==> config.mk <==
export PLATFORM = sky130hd
export DESIGN_NAME = common_fifo4
export DESIGN_NICKNAME = d
export VERILOG_FILES = /design/src/rtl/common_fifo4.sv
export SDC_FILE = /design/constraint.sdc
export NUM_CORES = 1
export LEC_CHECK = 0
export CAP_MARGIN = 40
export CORE_ASPECT_RATIO = 0.7
export CORE_MARGIN = 3
export CORE_UTILIZATION = 45
export CTS_CLUSTER_DIAMETER = 100
export CTS_CLUSTER_SIZE = 14
export DETAILED_ROUTE_END_ITERATION = 6
export GPL_TIMING_DRIVEN = 0
export PLACE_DENSITY = 0.66
export SLEW_MARGIN = 20
export SYNTH_ARGS = -nofsm -noshare
export SYNTH_HDL_FRONTEND = slang
export SYNTH_SLANG_ARGS = --single-unit
export TNS_END_PERCENT = 1
==> constraint.sdc <==
create_clock -name clk -period 10.5 [get_ports clk]
set_clock_uncertainty 0.2 [all_clocks]
set_input_delay 2.1 -clock clk [delete_from_list [all_inputs] [get_ports clk]]
set_output_delay 2.1 -clock clk [all_outputs]
set_load 0.01 [all_outputs]
==> src/rtl/common_fifo4.sv <==
// common_fifo4: 4-entry first-word-fall-through FIFO, WIDTH bits per entry.
// Optional feature: define COMMON_FIFO4_ERRFLAG_EN to add the sticky o_err
// overflow/underflow flag. With the macro undefined, the port and its
// register are absent.
module common_fifo4 #(
  parameter int unsigned WIDTH = 32
) (
  input  logic             clk,
  input  logic             reset,
  input  logic             i_push,
  input  logic [WIDTH-1:0] i_pdata,
  input  logic             i_pop,
  output logic [WIDTH-1:0] o_pdata,
  output logic             o_empty,
  output logic             o_full,
  output logic [2:0]       o_count
`ifdef COMMON_FIFO4_ERRFLAG_EN
  ,
  output logic             o_err
`endif
);

  localparam int unsigned DEPTH = 4;
  localparam int unsigned PTR_W = 2;
  localparam int unsigned CNT_W = 3;

  // 2-bit increment/decrement; the carry out of bit 1 is dropped, so 3 wraps to 0.
  function automatic logic [PTR_W-1:0] decinc2(input logic [PTR_W-1:0] a,
                                               input logic             dec);
    logic [PTR_W-1:0] r;
    if (dec) r = PTR_W'(a - PTR_W'(1));
    else     r = PTR_W'(a + PTR_W'(1));
    return r;
  endfunction

  logic [WIDTH-1:0] r_mem [DEPTH];
  logic [PTR_W-1:0] r_wptr;
  logic [PTR_W-1:0] r_rptr;
  logic [CNT_W-1:0] r_count;

  logic             w_empty;
  logic             w_full;
  logic             w_push_ok;
  logic             w_pop_ok;
  logic [PTR_W-1:0] w_wptr_nxt;
  logic [PTR_W-1:0] w_rptr_nxt;
  logic [CNT_W-1:0] w_count_nxt;

  // Status comes only from the registered occupancy.
  assign w_empty = (r_count == CNT_W'(0));
  assign w_full  = (r_count == CNT_W'(DEPTH));

  // Accept decisions use start-of-cycle state; no same-cycle bypass.
  assign w_push_ok = i_push & ~w_full;
  assign w_pop_ok  = i_pop  & ~w_empty;

  // Next pointer and occupancy values.
  always_comb begin
    w_wptr_nxt  = r_wptr;
    w_rptr_nxt  = r_rptr;
    w_count_nxt = r_count;
    if (w_push_ok) w_wptr_nxt = decinc2(r_wptr, 1'b0);
    if (w_pop_ok)  w_rptr_nxt = decinc2(r_rptr, 1'b0);
    if (w_push_ok && !w_pop_ok)      w_count_nxt = CNT_W'(r_count + CNT_W'(1));
    else if (w_pop_ok && !w_push_ok) w_count_nxt = CNT_W'(r_count - CNT_W'(1));
  end

  // Pointer and occupancy registers.
  always_ff @(posedge clk) begin
    if (reset) begin
      r_wptr  <= '0;
      r_rptr  <= '0;
      r_count <= '0;
    end else begin
      r_wptr  <= w_wptr_nxt;
      r_rptr  <= w_rptr_nxt;
      r_count <= w_count_nxt;
    end
  end

  // Storage: cleared on reset, written on an accepted push; pops leave entries intact.
  always_ff @(posedge clk) begin
    if (reset) begin
      for (int i = 0; i < DEPTH; i++) r_mem[i] <= '0;
    end else if (w_push_ok) begin
      r_mem[r_wptr] <= i_pdata;
    end
  end

`ifdef COMMON_FIFO4_ERRFLAG_EN
  logic r_err;

  // Sticky flag for any push while full or pop while empty; cleared only by reset.
  always_ff @(posedge clk) begin
    if (reset) begin
      r_err <= 1'b0;
    end else if ((i_push & w_full) | (i_pop & w_empty)) begin
      r_err <= 1'b1;
    end
  end

  assign o_err = r_err;
`endif

  assign o_pdata = r_mem[r_rptr];
  assign o_empty = w_empty;
  assign o_full  = w_full;
  assign o_count = r_count;

endmodule

==> results.json, run 1 <==
{
  "status": "completed",
  "post_cts_buffers": 0,
  "register_area_um2": 4024,
  "cts_resized": 0,
  "dr.pass1.iters": 6,
  "cts_root_buf": "clkbuf_16",
  "fin_tns_setup_ns": 0,
  "seq_area_frac_synth_pct": 68.06,
  "p_seq_share_pct": 40.0,
  "comb_power_share_pct": 24.5,
  "synth-main-ff-cell": "edfxtp_1",
  "max-cap-violations": 0,
  "vias": 3263,
  "worst_hold_path_type": "reg2reg",
  "critical_path_peak_fanout": 10,
  "cp.required_ns": 8.20,
  "clockBufferDepth": 2,
  "hpwlAfterDp_mm": 7.595,
  "ios": 73,
  "viasPerCell": 5.188,
  "dieArea_um2": 14570,
  "nets": 492,
  "maxSlewViolCount": 0,
  "arrival_ns": 2.49,
  "fillers": 976,
  "yosysUniqueCellTypes": 27,
  "irDropWorstVdd_v": 0.0001231,
  "switchingPower_w": 0.0004368,
  "powerDensity_nw_per_um2": 229.6,
  "drtIter0Drc": 239,
  "track_usage_pct": 18.25,
  "post-route-util_pct": 59.83,
  "syn_nets": 395,
  "port_buffers": 72,
  "die_y_um": 101.9,
  "num_rows": 34,
  "final-hold-violation-count": 0,
  "worst-path-buf-inv": 3,
  "ys_ff_latch": 137,
  "fin_cells": 629,
  "routed_wl_mm": 12.12,
  "cts-buffers-inserted": 17,
  "wire_per_inst_um": 19.26,
  "synthCells": 357,
  "synth_edf_count": 128,
  "synthArstFlopShare_pct": 0,
  "slew_headroom_pct": 51.08,
  "grt_max_degree": 25,
  "area_delta_synth_final_pct": 27.87,
  "pwr-share-clk_pct": 35.4,
  "crit_type": "reg2out",
  "insertion_delay_ns": 0.42,
  "drc_errors": 0,
  "multi_input_area_um2": 1810,
  "cts_tree": "yes",
  "startpoint_type": "flop",
  "p_sw_share_pct": 25.17,
  "crit_path_top_delay_cell": "mux4_2",
  "die-width_um": 143.0,
  "place_congestion": 0.7072,
  "fin_crit_ns": 4.790,
  "grt_pass1_vias": 3484,
  "path_clk_slew_ns": 0.06,
  "antenna_found_initial": 0,
  "grt_first_pass_wirelength_mm": 19.25,
  "core_um2": 12630,
  "avgSynthCellArea_um2": 16.56,
  "max_clock_freq_mhz": 208.8,
  "period_share_pct": 45.62,
  "max_stage_delay_ns": 0.59,
  "critical-path-top-delay-family": "buffers and inverters",
  "power.internal_w": 0.001299,
  "cts_hold_buffers": 0,
  "dp_cells": 597,
  "rsz0062_at_grt": "no",
  "worst_pin_slew_ns": 0.7338,
  "postRouteAntennaNets": 0,
  "h-tree-depth": 4,
  "netlist_area_um2": 5912,
  "most-common-layout-cells": "128 x and2_1, 128 x edfxtp_1, 72 x clkdlybuf4s50_1",
  "n_antenna_cell": 0,
  "worstPathCellList": "clkbuf_1 > buf_2 > mux4_2 > clkdlybuf4s50_1",
  "start_util_pct": 46.79,
  "grt_overflow": 0,
  "crit_path_end_kind": "output pin",
  "drive_gt1_share_pct": 16.70,
  "total_power_w": 0.001736,
  "setup_violations": 0,
  "synth_warnings": 0,
  "clkSinkCount": 137,
  "leakage_nw": 2.722
}
## worst register-to-register path, stage by stage (launching register included)
cell and delay (ns):
dfxtp_1 0.54, nor3b_4 0.15, nor2_1 0.24, ha_1 0.24, inv_1 0.06, fa_1 0.37
xor2_1 0.15, or3_1 0.30, a21oi_1 0.16
## state kept, by name, indices dropped and copies added (netlist names), named ones only
signal	flops
o_count	3
r_wptr	2
r_mem	128
r_rptr	2
## Yosys cell counts (2+ instances only)
cell type  instances  area (um^2)
a21oi_1            2        10.01
and2_1           128        800.8
buf_2              3        15.01
clkbuf_1          16        60.06
dfxtp_1            9        180.2
edfxtp_1         128         3844
inv_1              4        15.01
mux4_2            32        720.7
nand2_1            2        7.510
nor2_1             8        30.03
nor3_1             2        10.01
nor4_2             2        25.02
o21ai_0            2        10.01
o31ai_1            2        15.01
or3_1              2        12.51
xor2_1             4        35.03
## power groups by stage
stage / Clock, W / Sequential [W] / Combinational (W)
global placement: 0 / 0.000705 / 0.000420
detailed placement: 0 / 0.000707 / 0.000433
floorplan: 0 / 0.000700 / 0.000235
global route: 0.000650 / 0.000702 / 0.000461
finish: 0.000615 / 0.000695 / 0.000426
CTS: 0.000625 / 0.000695 / 0.000436
## kinds of logic (layout without fill, tap and decap cells)
logic type | count (synthesis) | count (layout) | synth area share (%)
AND/OR/NAND/NOR | 148 | 148 | 15.77
buffers and inverters | 24 | 134 | 1.587
flip-flops | 137 | 137 | 68.06
multiplexers | 34 | 34 | 12.55
adder cells (fa/ha/maj) | 2 | 2 | 0.5502
XOR/XNOR | 4 | 4 | 0.5925
AO/OA/AOI/OAI | 8 | 8 | 0.8889
## metrics by stage
step	cell area [um^2]	hold WS [ns]	setup WS [ns]
after CTS	7560	0.3652	5.650
after global placement	6835	0.3125	2.631
after global routing	7560	0.3867	5.567
final	7560	0.3561	5.710
after floorplan	5912	0.2847	5.179
after detailed placement	6949	0.3527	5.944
## area by class of cell
| cell class | count | area share [%] |
|---|---|---|
| clock inverter | 13 | 2.350 |
| multi-input combinational | 196 | 23.95 |
| sequential | 137 | 53.23 |
| inverter | 4 | 0.1986 |
| timing repair buffer | 78 | 10.82 |
| tap | 162 | 2.681 |
| clock buffer | 19 | 5.727 |
| buffer | 20 | 1.043 |
## metal layers
metal | share of wire, % | global-route usage, %
met5 | 0 | 0
met3 | 4.8 | 5.472
met2 | 48 | 29.22
met4 | 1.1 | 6.136
met1 | 46 | 24.29
## final timing paths
check                   from     endpoint  slack, ns  cells after the start
setup / recovery        flop  o_pdata[29]       5.71                      4
hold / removal     r_rptr[0]    r_rptr[0]       0.36                      2
setup reg to reg  o_count[0]   o_count[2]       8.02                      8
hold reg to reg    r_rptr[0]    r_rptr[0]       0.36                      2
(Power assumes the default switching activity.)
==> run 2: changes to the inputs <==
--- a/config.mk
+++ b/config.mk
@@ -13,7 +13,7 @@
 export CTS_CLUSTER_SIZE = 14
 export DETAILED_ROUTE_END_ITERATION = 6
 export GPL_TIMING_DRIVEN = 0
-export PLACE_DENSITY = 0.66
+export PLACE_DENSITY = 0.68
 export SLEW_MARGIN = 20
 export SYNTH_ARGS = -nofsm -noshare
 export SYNTH_HDL_FRONTEND = slang
==> constraint.sdc (replaced) <==
create_clock -name clk -period 4 [get_ports clk]
set_clock_uncertainty 0.2 [all_clocks]
set_input_delay 0.8 -clock clk [delete_from_list [all_inputs] [get_ports clk]]
set_output_delay 0.8 -clock clk [all_outputs]
set_load 0.01 [all_outputs]
==> run 2 against run 1 <==
Via count is 1.0% higher. Cell area decreased by 0.18%. Total power increased to 2.6 times the previous value. Largest cell class unchanged. Hold slack lost 0.019 ns. Count of clock-buffer cells in the layout shrank 1. Sequential power grew to 2.6 times the previous value. Global-route usage shrank 0.57 points. Critical path depth unchanged. Core utilization decreased by 0.11 points. First-iteration DRC count decreased by 26%. Routed wire length decreased by 1.2%.
==> results.json, run 2 (same netlist as run 1, synthesis figures left out) <==
{
  "drtIter0Drc": 178,
  "dr.pass1.iters": 6,
  "core_um2": 12630,
  "worst_pin_slew_ns": 0.8132,
  "final_cell_area_um2": 7546,
  "grt_first_pass_wirelength_mm": 18.81,
  "largest_register_ffs": 128,
  "cts_resized": 0,
  "nets": 491,
  "irDropWorstVdd_v": 0.0003978,
  "post_dp_cell_area_um2": 6938,
  "largest_register": "r_mem",
  "arrival_ns": 2.47,
  "start_util_pct": 46.79,
  "worst_hold_path_type": "reg2reg",
  "n_antenna_cell": 0,
  "port_buffers": 72,
  "use_met1_pct": 23.65,
  "crit_path_end_kind": "output pin",
  "hpwlAfterDp_mm": 7.532,
  "maxSlewViolCount": 0,
  "area_delta_synth_final_pct": 27.64,
  "drc_errors": 0,
  "routed_wl_mm": 11.98,
  "wire_per_inst_um": 19.07,
  "h-tree-depth": 4,
  "slew_headroom_pct": 45.78,
  "ios": 73,
  "path_clk_slew_ns": 0.06,
  "total_power_w": 0.004558,
  "cts_tree": "yes",
  "place_congestion": 0.7168,
  "met2_usage_pct": 28.72,
  "grt_max_degree": 24,
  "leakage_nw": 2.719,
  "cts_root_buf": "clkbuf_16",
  "cp.required_ns": 3.00,
  "dieArea_um2": 14570,
  "critical_path_peak_fanout": 10,
  "post_cts_buffers": 0,
  "grt_pass1_vias": 3484,
  "clkSinkCount": 137,
  "period_share_pct": 86.64,
  "cts-buffers-inserted": 17,
  "postRouteAntennaNets": 0,
  "grt_overflow": 0,
  "track_usage_pct": 17.68,
  "final-hold-violation-count": 0,
  "vias": 3297,
  "fin_crit_ns": 3.466,
  "max-cap-violations": 0,
  "viasPerCell": 5.250,
  "most-common-layout-cells": "128 x and2_1, 128 x edfxtp_1, 72 x clkdlybuf4s50_1",
  "die_y_um": 101.9,
  "grtUsageMet3_pct": 4.397,
  "clockBufferDepth": 2,
  "crit_type": "reg2out",
  "busiest_layer": "met2",
  "setup_violations": 0,
  "antenna_found_initial": 0,
  "drive_gt1_share_pct": 16.74,
  "die-width_um": 143.0,
  "rsz0062_at_grt": "no",
  "insertion_delay_ns": 0.41,
  "cts_hold_buffers": 0,
  "startpoint_type": "flop",
  "num_rows": 34,
  "max_clock_freq_mhz": 288.6,
  "powerDensity_nw_per_um2": 604.0,
  "status": "completed"
}
==> run 2: changes by cell type in the layout (fill, tap and decap cells not counted), sizes merged <==
cell / change
inv: +1
buf: -1
clkbuf: -1
==> run 2: layout make-up <==
type | instances | area [um^2]
plain buffers | 20 | 78.83
repair buffers | 77 | 807.0
clock inverters | 14 | 178.9
well taps | 162 | 202.7
inverters | 4 | 15.01
multi-input cells | 196 | 1810
flip-flops and latches | 137 | 4024
fillers | 969 | 5089
clock buffers | 18 | 429.2
==> run 2: path summary, 6_finish.rpt <==
check                                 from  slack (ns)  depth (start not counted)          end
worst max-delay path                  flop        0.53                          4  o_pdata[25]
worst max register to register  o_count[0]        1.57                          8   o_count[2]
worst min-delay path             r_rptr[1]        0.34                          2    r_rptr[1]
worst min register to register   r_rptr[1]        0.34                          2    r_rptr[1]
==> run 2: per-layer routing <==
metal | vias to the layer above | routed length (um)
li1 | 1514 | -
met1 | 1674 | 5332
met2 | 95 | 5914
met3 | 14 | 600
met4 | 0 | 131
met5 | - | 0
==> run 2: metrics by stage <==
stage | TNS (ns) | std cells | setup slack [ns] | utilization, % | hold WS (ns)
after floorplan | 0 | 357 | 0.9590 | - | 0.2847
after global placement | -22.03 | 591 | -0.6905 | 54.14 | 0.3126
after detailed placement | 0 | 596 | 0.7612 | 54.91 | 0.3164
after CTS | 0 | 628 | 0.4669 | 59.72 | 0.3438
after global routing | 0 | 628 | 0.3805 | 59.72 | 0.3789
final | 0 | 628 | 0.5345 | 59.72 | 0.3374
==> run 2: critical path, stage by stage, from the launching register on <==
cell             delay (ns)
dfxtp_1                0.30
clkbuf_1               0.24
buf_2                  0.41
mux4_2                 0.60
clkdlybuf4s50_1        0.51
==> run 2: power breakdown <==
part / switching [W] / internal (W) / total [W]
Sequential: 0.0000690 / 0.00175 / 0.00182
Combinational: 0.000493 / 0.000617 / 0.00111
Clock: 0.000589 / 0.00104 / 0.00162
Total: 0.00115 / 0.00341 / 0.00456
==> run 3: changes to the inputs <==
--- a/config.mk
+++ b/config.mk
@@ -7,7 +7,7 @@
 export LEC_CHECK = 0
 export CAP_MARGIN = 40
 export CORE_ASPECT_RATIO = 0.7
-export CORE_MARGIN = 3
+export CORE_MARGIN = 2
 export CORE_UTILIZATION = 45
 export CTS_CLUSTER_DIAMETER = 100
 export CTS_CLUSTER_SIZE = 14
==> run 3 against run 2 <==
Routed wire length shrank 0.17%. Total power decreased by 4.4%. Register-to-register slack improved by 0.02 ns. Largest power group unchanged. Highest routed layer unchanged.
==> results.json, run 3 (same netlist as run 1, synthesis figures left out) <==
{
  "arrival_ns": 2.50,
  "power.internal_w": 0.003215,
  "h-tree-depth": 4,
  "worst_hold_path_type": "reg2reg",
  "clockBufferDepth": 2,
  "path_clk_slew_ns": 0.06,
  "cts_root_buf": "clkbuf_16",
  "leakage_nw": 2.680,
  "start_util_pct": 46.79,
  "startpoint_type": "flop",
  "ios": 73,
  "final-hold-violation-count": 0,
  "crit_path_end_kind": "output pin",
  "dr.pass1.iters": 4,
  "post_dp_cell_area_um2": 6938,
  "fillers": 988,
  "num_rows": 34,
  "place_congestion": 0.7036,
  "holdWs_ns": 0.3494,
  "cts_hold_buffers": 0,
  "routed_wl_mm": 11.96,
  "hpwlAfterDp_mm": 7.642,
  "worst_slack_ns": 0.5038,
  "max_clock_freq_mhz": 286.0,
  "critical_path_peak_fanout": 10,
  "grt_first_pass_wirelength_mm": 19.22,
  "slew_headroom_pct": 54.09,
  "die_y_um": 99.90,
  "status": "completed",
  "clkSinkCount": 137,
  "vias": 3308,
  "place_ws_ns": 0.7726,
  "period_share_pct": 87.40,
  "dieArea_um2": 14080,
  "cts-buffers-inserted": 17,
  "drc_errors": 0,
  "grt_max_degree": 23,
  "pwr-share-clk_pct": 32.6,
  "register_area_um2": 4024,
  "crit_type": "reg2out",
  "final_cell_area_um2": 7475,
  "multi_input_area_um2": 1810,
  "grt_pass1_vias": 3527,
  "largest_register_ffs": 128,
  "setup_violations": 0,
  "p_seq_share_pct": 41.9,
  "postRouteAntennaNets": 0,
  "viasPerCell": 5.268,
  "largest_register": "r_mem",
  "rsz0062_at_grt": "no",
  "insertion_delay_ns": 0.41,
  "drtIter0Drc": 198,
  "drive_gt1_share_pct": 16.31,
  "irDropWorstVdd_v": 0.0003060,
  "max-cap-violations": 0,
  "powerDensity_nw_per_um2": 582.8,
  "switchingPower_w": 0.001142,
  "n_antenna_cell": 0,
  "worst_pin_slew_ns": 0.6887,
  "cp.required_ns": 3.00,
  "cts_tree": "yes",
  "area_delta_synth_final_pct": 26.43,
  "core_um2": 12630,
  "comb_power_share_pct": 25.5,
  "p_sw_share_pct": 26.21,
  "grt_overflow": 0,
  "maxSlewViolCount": 0,
  "track_usage_pct": 18.43,
  "antenna_found_initial": 0,
  "total_power_w": 0.004356,
  "most-common-layout-cells": "128 x and2_1, 128 x edfxtp_1, 72 x clkdlybuf4s50_1",
  "fin_crit_ns": 3.496,
  "cts_resized": 0,
  "wire_per_inst_um": 19.04,
  "port_buffers": 72,
  "post_cts_buffers": 0,
  "die-width_um": 141.0,
  "nets": 491
}
==> run 3: cell types whose count changed in the layout (fill, tap and decap cells not counted) <==
cell	before	now
clkinv_4	0	1
clkinvlp_4	3	4
bufinv_16	4	1
clkinv_1	2	4
clkinv_2	4	3
==> run 3: path summary, 6_finish.rpt <==
kind,slack [ns],end,depth (start not counted),from
hold reg to reg,0.35,r_rptr[0],2,r_rptr[0]
hold / removal,0.35,r_rptr[0],2,r_rptr[0]
setup reg to reg,1.59,o_count[2],8,o_count[0]
setup / recovery,0.50,o_pdata[19],4,flop
==> run 3: per-stage QoR <==
| step | cells | setup TNS, ns | utilization (%) |
|---|---|---|---|
| 2_1_floorplan | 357 | 0 | - |
| 3_3_place_gp | 591 | -17.88 | 54.14 |
| 3_5_place_dp | 596 | 0 | 54.91 |
| 4_1_cts | 628 | 0 | 59.16 |
| 5_1_grt | 628 | 0 | 59.16 |
| 6_report | 628 | 0 | 59.16 |
==> run 3: routing by layer <==
layer | GRT usage [%] | up-vias | part of all wire [%]
met1 | 24.57 | 1678 | 43
met2 | 30.02 | 96 | 50
met4 | 5.692 | 0 | 1.2
met5 | 0 | - | 0
met3 | 5.105 | 16 | 6.0
li1 | - | 1518 | -
==> run 3: area by class of cell <==
class	instances	share of cell area, %
repair buffers	77	10.80
clock buffers	18	5.742
flip-flops and latches	137	53.83
plain buffers	20	1.055
clock inverters	14	1.440
multi-input cells	196	24.22
inverters	4	0.2009
well taps	162	2.712
==> run 3: critical path, cell delays in order, from the launching register on <==
cell             delay, ns
dfxtp_1               0.30
clkbuf_1              0.25
buf_2                 0.41
mux4_2                0.60
clkdlybuf4s50_1       0.51
==> run 3: power by group through the flow <==
| stage | Combinational, W | Clock [W] | Sequential, W |
|---|---|---|---|
| floorplan | 0.000619 | 0 | 0.00184 |
| global placement | 0.00109 | 0 | 0.00185 |
| detailed placement | 0.00112 | 0 | 0.00185 |
| CTS | 0.00113 | 0.00144 | 0.00183 |
| global route | 0.00120 | 0.00150 | 0.00184 |
| finish | 0.00111 | 0.00142 | 0.00182 |
